===== src/rtl/lifo_pkg.sv =====
// Shared definitions for the LIFO stack: default geometry, operation encoding
// and the stack-pointer width helper.
package lifo_pkg;

   localparam int LIFO_WIDTH_DEF = 8;
   localparam int LIFO_DEPTH_DEF = 8;

   // Resolved per-cycle stack operation after push/pop arbitration.
   typedef enum logic [1:0] {
      LIFO_OP_IDLE = 2'b00,
      LIFO_OP_PUSH = 2'b01,
      LIFO_OP_POP  = 2'b10
   } lifo_op_e;

   // The pointer counts occupancy 0..DEPTH inclusive, hence DEPTH+1 states.
   function automatic int lifo_ptr_width(input int depth);
      return $clog2(depth + 1);
   endfunction

   function automatic int lifo_addr_width(input int depth);
      return (depth > 1) ? $clog2(depth) : 1;
   endfunction

endpackage : lifo_pkg


===== src/rtl/lifo_mem.sv =====
// DEPTH x WIDTH register array with one synchronous write port and one
// asynchronous read port; contents are intentionally never reset.
module lifo_mem
   import lifo_pkg::*;
#(
   parameter int WIDTH = LIFO_WIDTH_DEF,
   parameter int DEPTH = LIFO_DEPTH_DEF,
   parameter int AW    = lifo_addr_width(DEPTH)
) (
   input  logic             i_clk,
   input  logic             i_we,
   input  logic [AW-1:0]    i_waddr,
   input  logic [WIDTH-1:0] i_wdata,
   input  logic [AW-1:0]    i_raddr,
   output logic [WIDTH-1:0] o_rdata
);

   logic [WIDTH-1:0] r_mem [DEPTH];

   // Storage write on the rising edge when enabled.
   always_ff @(posedge i_clk) begin
      if (i_we) begin
         r_mem[i_waddr] <= i_wdata;
      end
   end

   // Combinational read of the addressed entry.
   always_comb begin
      o_rdata = r_mem[i_raddr];
   end

endmodule : lifo_mem


===== src/rtl/lifo_stack.sv =====
// Synchronous LIFO stack: stack pointer, push/pop arbitration (pop wins),
// registered pop data and occupancy flags derived from the pointer.
module lifo_stack
   import lifo_pkg::*;
#(
   parameter int WIDTH = LIFO_WIDTH_DEF,
   parameter int DEPTH = LIFO_DEPTH_DEF
) (
   input  logic             clock,
   input  logic             reset,
   input  logic             wn,
   input  logic             rn,
   input  logic [WIDTH-1:0] DATAIN,
   output logic [WIDTH-1:0] DATAOUT,
   output logic             full,
   output logic             empty
);

   localparam int PW = lifo_ptr_width(DEPTH);
   localparam int AW = lifo_addr_width(DEPTH);
   localparam logic [PW-1:0] SP_FULL = PW'(DEPTH);

   logic [PW-1:0]    r_sp;
   logic [WIDTH-1:0] r_dataout;
   lifo_op_e         w_op;
   logic             w_full;
   logic             w_empty;
   logic             w_we;
   logic [AW-1:0]    w_waddr;
   logic [AW-1:0]    w_raddr;
   logic [WIDTH-1:0] w_rdata;

   // Occupancy flags straight from the pointer.
   always_comb begin
      w_full  = (r_sp == SP_FULL);
      w_empty = (r_sp == {PW{1'b0}});
   end

   // A pop request always shadows a concurrent push, even when the pop itself is refused.
   always_comb begin
      w_op = LIFO_OP_IDLE;
      if (rn) begin
         if (!w_empty) begin
            w_op = LIFO_OP_POP;
         end else begin
            w_op = LIFO_OP_IDLE;
         end
      end else if (wn && !w_full) begin
         w_op = LIFO_OP_PUSH;
      end else begin
         w_op = LIFO_OP_IDLE;
      end
   end

   // Modular low-bit arithmetic gives sp-1 correctly because sp never exceeds 2**AW.
   always_comb begin
      w_we    = (w_op == LIFO_OP_PUSH) && reset;
      w_waddr = r_sp[AW-1:0];
      w_raddr = r_sp[AW-1:0] - AW'(1);
   end

   lifo_mem #(
      .WIDTH (WIDTH),
      .DEPTH (DEPTH),
      .AW    (AW)
   ) u_mem (
      .i_clk   (clock),
      .i_we    (w_we),
      .i_waddr (w_waddr),
      .i_wdata (DATAIN),
      .i_raddr (w_raddr),
      .o_rdata (w_rdata)
   );

   // Pointer and output register; reset discards every stored word.
   always_ff @(posedge clock) begin
      if (!reset) begin
         r_sp      <= {PW{1'b0}};
         r_dataout <= {WIDTH{1'b0}};
      end else begin
         case (w_op)
            LIFO_OP_PUSH: begin
               r_sp <= r_sp + PW'(1);
            end
            LIFO_OP_POP: begin
               r_sp      <= r_sp - PW'(1);
               r_dataout <= w_rdata;
            end
            default: begin
               r_sp      <= r_sp;
               r_dataout <= r_dataout;
            end
         endcase
      end
   end

   assign DATAOUT = r_dataout;
   assign full    = w_full;
   assign empty   = w_empty;

endmodule : lifo_stack


===== config.mk =====
export PLATFORM = sky130hd
export DESIGN_NAME = lifo_stack
export DESIGN_NICKNAME = d
export VERILOG_FILES = /design/src/rtl/lifo_pkg.sv /design/src/rtl/lifo_mem.sv /design/src/rtl/lifo_stack.sv
export SDC_FILE = /design/constraint.sdc
export NUM_CORES = 1
export LEC_CHECK = 0
export ABC_AREA = 1
export ABC_CLOCK_PERIOD_IN_PS = 3200
export BUFFER_PORTS_ARGS = -buffer_cell sky130_fd_sc_hd__buf_2
export CAP_MARGIN = 5
export CORE_MARGIN = 3
export CORE_UTILIZATION = 57
export CTS_CLUSTER_DIAMETER = 100
export DETAILED_ROUTE_END_ITERATION = 8
export GPL_TIMING_DRIVEN = 1
export PLACE_DENSITY = 0.76
export SYNTH_ARGS = -nofsm -noshare
export SYNTH_HDL_FRONTEND = slang
export SYNTH_SLANG_ARGS = --single-unit

===== constraint.sdc =====
create_clock -name clock -period 3.2 [get_ports clock]
set_clock_uncertainty 0.2 [all_clocks]
set_input_delay 0.8 -clock clock [delete_from_list [all_inputs] [get_ports clock]]
set_output_delay 0.8 -clock clock [all_outputs]
set_load 0.05 [all_outputs]

; After elaboration in Yosys (flattened, before gate mapping)
; Memories as Yosys holds them, arrays and structs flattened. A register that Yosys moved wholly into a read port is not among the register bits.
; Index checks and enable logic that the tools add are counted.
[word_totals]
regBits = 4
ram_bits = 64
in_bits = 12
out_inout_bits = 10
wordCells = 20
mem_count = 1
[memory_table]
columns = memory, depth, width, rd, rd_ports_with_merged_regs, wr, line_no
row1 = u_mem.r_mem, 8, 8, 1, 1, 1, lifo_mem.sv:18  ; logic [WIDTH-1:0] r_mem [DEPTH];
[op_classes]
addsub = 3
eq_ne = 3
muxes = 6
n_reduce_logical = 6
[ops]
columns = op, count
row1 = $pmux 4 s2, 1
row2 = $add 4x1->4 const B, 1
row3 = $eq 4x4->1 const B, 1
row4 = $logic_not 4->1, 1
row5 = $mux 2, 2
row6 = $sub 4x1->4 const B, 1
row7 = $mux 1, 3
row8 = $sub 3x1->3 const B, 1
row9 = $eq 2x1->1 const B, 1
row10 = $eq 2x2->1 const B, 1
row11 = $logic_and 1x1->1, 2
row12 = $logic_not 1->1, 2
row13 = $reduce_bool 2->1, 1

; Longest topological paths before layout
[depth]
depth_word = 9
ltp_mapped = 17
ltp_nobuf = 15

; Cells and area by module
; From an unflattened synthesis, not the netlist that was laid out.
[unflattened]
cells_unflattened = 384
area_unflattened_um2 = 3517.1
[modules_own_cells]
columns = mod, instances, cells_each, area_each_um2, seq_area_each_um2
row1 = lifo_mem, 1, 295, 2890.3, 1921.8
row2 = lifo_stack, 1, 89, 626.9, 240.2

; Worst setup path after synthesis
; Ideal clock, no wire load.
[synth_timing]
kind = reg2out
start = register r_sp[0]
end = output empty
arrival_ns = 1.502
required_time_ns = 2.200
setup_slack_ns = 0.698
path_stages_with_launch = 7
n_path_buf = 2
path_cell_list = dfxtp_1 > buf_4 > inv_2 > buf_2 > ha_1 > nand3_2 > inv_1
[synth_between]
elab_chain_len = 1
[synth_lines]
columns = element, line_no
row1 = "start, declared", lifo_stack.sv:23  ; logic [PW-1:0] r_sp;
row2 = "start signal, assigned", lifo_stack.sv:78  ; r_sp <= {PW{1'b0}};
row3 = "start signal, assigned", lifo_stack.sv:83  ; r_sp <= r_sp + PW'(1);
row4 = "start signal, assigned", lifo_stack.sv:86  ; r_sp <= r_sp - PW'(1);
row5 = $logic_not 4->1, lifo_stack.sv:36  ; w_empty = (r_sp == {PW{1'b0}});
row6 = "end, declared", lifo_stack.sv:16  ; output logic empty
; Every way passes these cells.

; Worst setup path after layout
[layout_timing]
start = register r_sp[1]
end = output empty
; Same word-level chain as after synthesis.

==> impl_metrics.json <==
{
  "outcome": "finished clean",
  "drt-met1-wl_um": 3010,
  "syn_area_um2": 3370,
  "root_buffer": "clkbuf_8",
  "fin_ws_ns": 0.499,
  "die_w_um": 82.9,
  "wl_met2_um": 3280,
  "fin_nets": 379,
  "worst_pin_slew_ns": 0.650,
  "yosysTopAreaCell": "edfxtp_1",
  "grt_setup_unrepaired": "no",
  "synth_xor_area_share_pct": 0.965,
  "cp_common_cell": "inv_1",
  "dp_hpwl_um": 4680,
  "antenna_found_initial": 0,
  "synthToLayoutAreaGrowth_pct": 9.39,
  "dr_total_vias": 2307,
  "setup_viol": 0,
  "cts_resized": 0,
  "final_area_um2": 3690,
  "drv_slew": 0,
  "post_dp_cell_area_um2": 3500,
  "synth_enable_flop_cells": 64,
  "dieArea_um2": 6870,
  "rrSetupSlack_ns": 0.60,
  "dr.first_iter.drc_count": 251,
  "grt_overflow_total": 0,
  "fp.dieH_um": 82.9,
  "r2r_start": "r_sp[1]",
  "synthTopCellsByCount": "104 x nand2_1, 64 x edfxtp_1, 56 x inv_1",
  "synth-compound-area-share_pct": 2.12,
  "cp_max_fo": 5,
  "r2r-end": "u_mem.r_mem[2][6]",
  "start_kind": "flop",
  "crit_slowest_cell": "dfxtp_1",
  "start_util_pct": 60.1,
  "synth_fa_ha_area_share_pct": 1.34,
  "final_antenna_net_count": 0,
  "dpl.cell_count": 425,
  "drive_gt1_share_pct": 12.5,
  "crit_type": "reg2out",
  "cts_hold_buf": 0,
  "track_usage_pct": 21.2,
  "critPathLaunch": "r_sp[1]",
  "leakagePower_nw": 1.61,
  "place.gp.congestion": 0.873,
  "ys_top_cells_by_area": "edfxtp_1 57%, nand2_1 12%, nand3_1 7.6%",
  "fin_crit_ns": 2.70,
  "core_area_um2": 5610,
  "max_slew_margin_pct": 56.5,
  "post-place-ws_ns": 0.494,
  "clkTransAtPathRegs_ns": 0.08,
  "syn_avg_cell_area_um2": 9.85,
  "synthMuxAreaShare_pct": 0,
  "worst-path-buf-inv": 3,
  "hold_viol": 0,
  "tritoncts.num_buffers": 9,
  "cp.required_ns": 2.20,
  "first_pass_iters": 5,
  "worst_path_largest_cell_delay_ns": 0.35,
  "crit_path_end_kind": "output port",
  "cts.sinks": 76,
  "ys_ff_latch": 76,
  "grt_first_pass_wirelength_um": 10800,
  "io_buffers": 21,
  "top_layer_used": "met4",
  "synth_top_area_share_pct": 57.0,
  "max_freq_mhz": 370,
  "h-tree-depth": 3,
  "post_cts_buffers": 0,
  "reg2reg_depth": 7,
  "path_cells": "inv_1 -> ha_1 -> nand3_2 -> inv_1 -> buf_2",
  "diodes": 0,
  "clock_latency_ns": 0.35,
  "grt_pass1_vias": 2094,
  "critical-path-top-delay-family": "buffers and inverters",
  "synthArstFlopShare_pct": 0,
  "yosysWarningCount": 0,
  "drt_wl_total_um": 6920,
  "yosysSeqAreaShare_pct": 64.2,
  "yosysMostFrequentCell": "nand2_1",
  "tns_ns": 0,
  "grt_max_degree": 37,
  "num_io_pins": 22,
  "period_share_pct": 84.4,
  "row_count": 27,
  "crit_path_end": "empty",
  "drv_cap": 0,
  "instances_no_fill": 441,
  "synthFlopType": "edfxtp_1",
  "synth_cell_types": 24,
  "clockBufferDepth": 2,
  "cp.arrival_ns": 1.70,
  "netlist_instances": 342,
  "p_total_mw": 3.08,
  "vias_per_cell": 5.23,
  "whs_ns": 0.265,
  "synth_top_family_by_area": "simple AND/OR/NAND/NOR gates",
  "synth-simple-area-share_pct": 22.2,
  "met3_length_um": 511,
  "crit_cells": 5,
  "drc": 0,
  "postLayoutCoreUtil_pct": 65.7,
  "routedWlPerCell_um": 15.7,
  "p_per_area_nw_per_um2": 837,
  "min_path_type": "reg2reg",
  "cts_tree": "yes",
  "syn_nets": 357,
  "peakVddDrop_v": 0.000525
}
## cells in the final DEF, fill, tap and decap left out
cell         n
a21oi_1     11
a31oi_1      1
buf_2       21
buf_4        2
bufinv_16    1
clkbuf_1     2
clkbuf_8     9
clkinv_1     2
clkinv_2     2
clkinv_4     1
dfxtp_1     12
edfxtp_1    64
fa_1         1
ha_1         2
inv_1       56
inv_2        2
inv_4        2
nand2_1    104
nand2_2      1
nand2_4      2
nand3_1     51
nand3_2      1
nand3b_1     1
nor2_1      13
o21ai_1      2
or2_1        1
xnor2_2      1
xor2_2       1
## how the worst min path moves through the flow
stage / start / endpoint / cells after the start
after global routing: DATAOUT[3] / DATAOUT[3] / 2
after floorplan: r_sp[3] / r_sp[3] / 2
final: DATAOUT[6] / DATAOUT[6] / 2
after CTS: DATAOUT[6] / DATAOUT[6] / 2
after global placement: DATAOUT[6] / DATAOUT[6] / 2
after detailed placement: DATAOUT[6] / DATAOUT[6] / 2
## registers in the layout, indices dropped and copies added (netlist names)
signal / count
r_sp: 4
DATAOUT: 8
u_mem.r_mem: 64
## report_power, final
group | internal [mW] | switching (mW)
clock | 0.357 | 0.347
sequential | 1.16 | 0.0555
combinational | 0.326 | 0.843
total | 1.84 | 1.24
## kinds of logic (layout without fill, tap and decap cells)
group	Yosys count	after routing
and+or+nand+nor	174	174
DFF	76	76
buffers and inverters	73	100
AOI/OAI and AO/OA	14	14
adders and majority gates	3	3
xor gates and xnor gates	2	2
## cell type report
cell class	count	area (um^2)
Fill cell	471	1920
Multi-Input combinational cell	193	896
Sequential cell	76	2160
Timing Repair Buffer	23	120
Tap cell	72	90.1
Clock inverter	5	52.6
Clock buffer	11	131
Inverter	61	234
## per-layer routing
| metal | track usage [%] | vias up |
|---|---|---|
| met4 | 6.98 | 0 |
| met5 | 0 | - |
| met3 | 6.15 | 12 |
| met1 | 29.5 | 1057 |
| li1 | - | 1142 |
| met2 | 32.1 | 96 |
## worst reg2reg max path, stage by stage (launching register included)
cell,delay [ns]
dfxtp_1,0.40
inv_1,0.13
ha_1,0.31
nand3_1,0.16
nand2_2,0.10
nor2_1,0.20
nand2_1,0.19
nor2_1,0.55
Note: power is estimated with default switching activity, not from simulation.
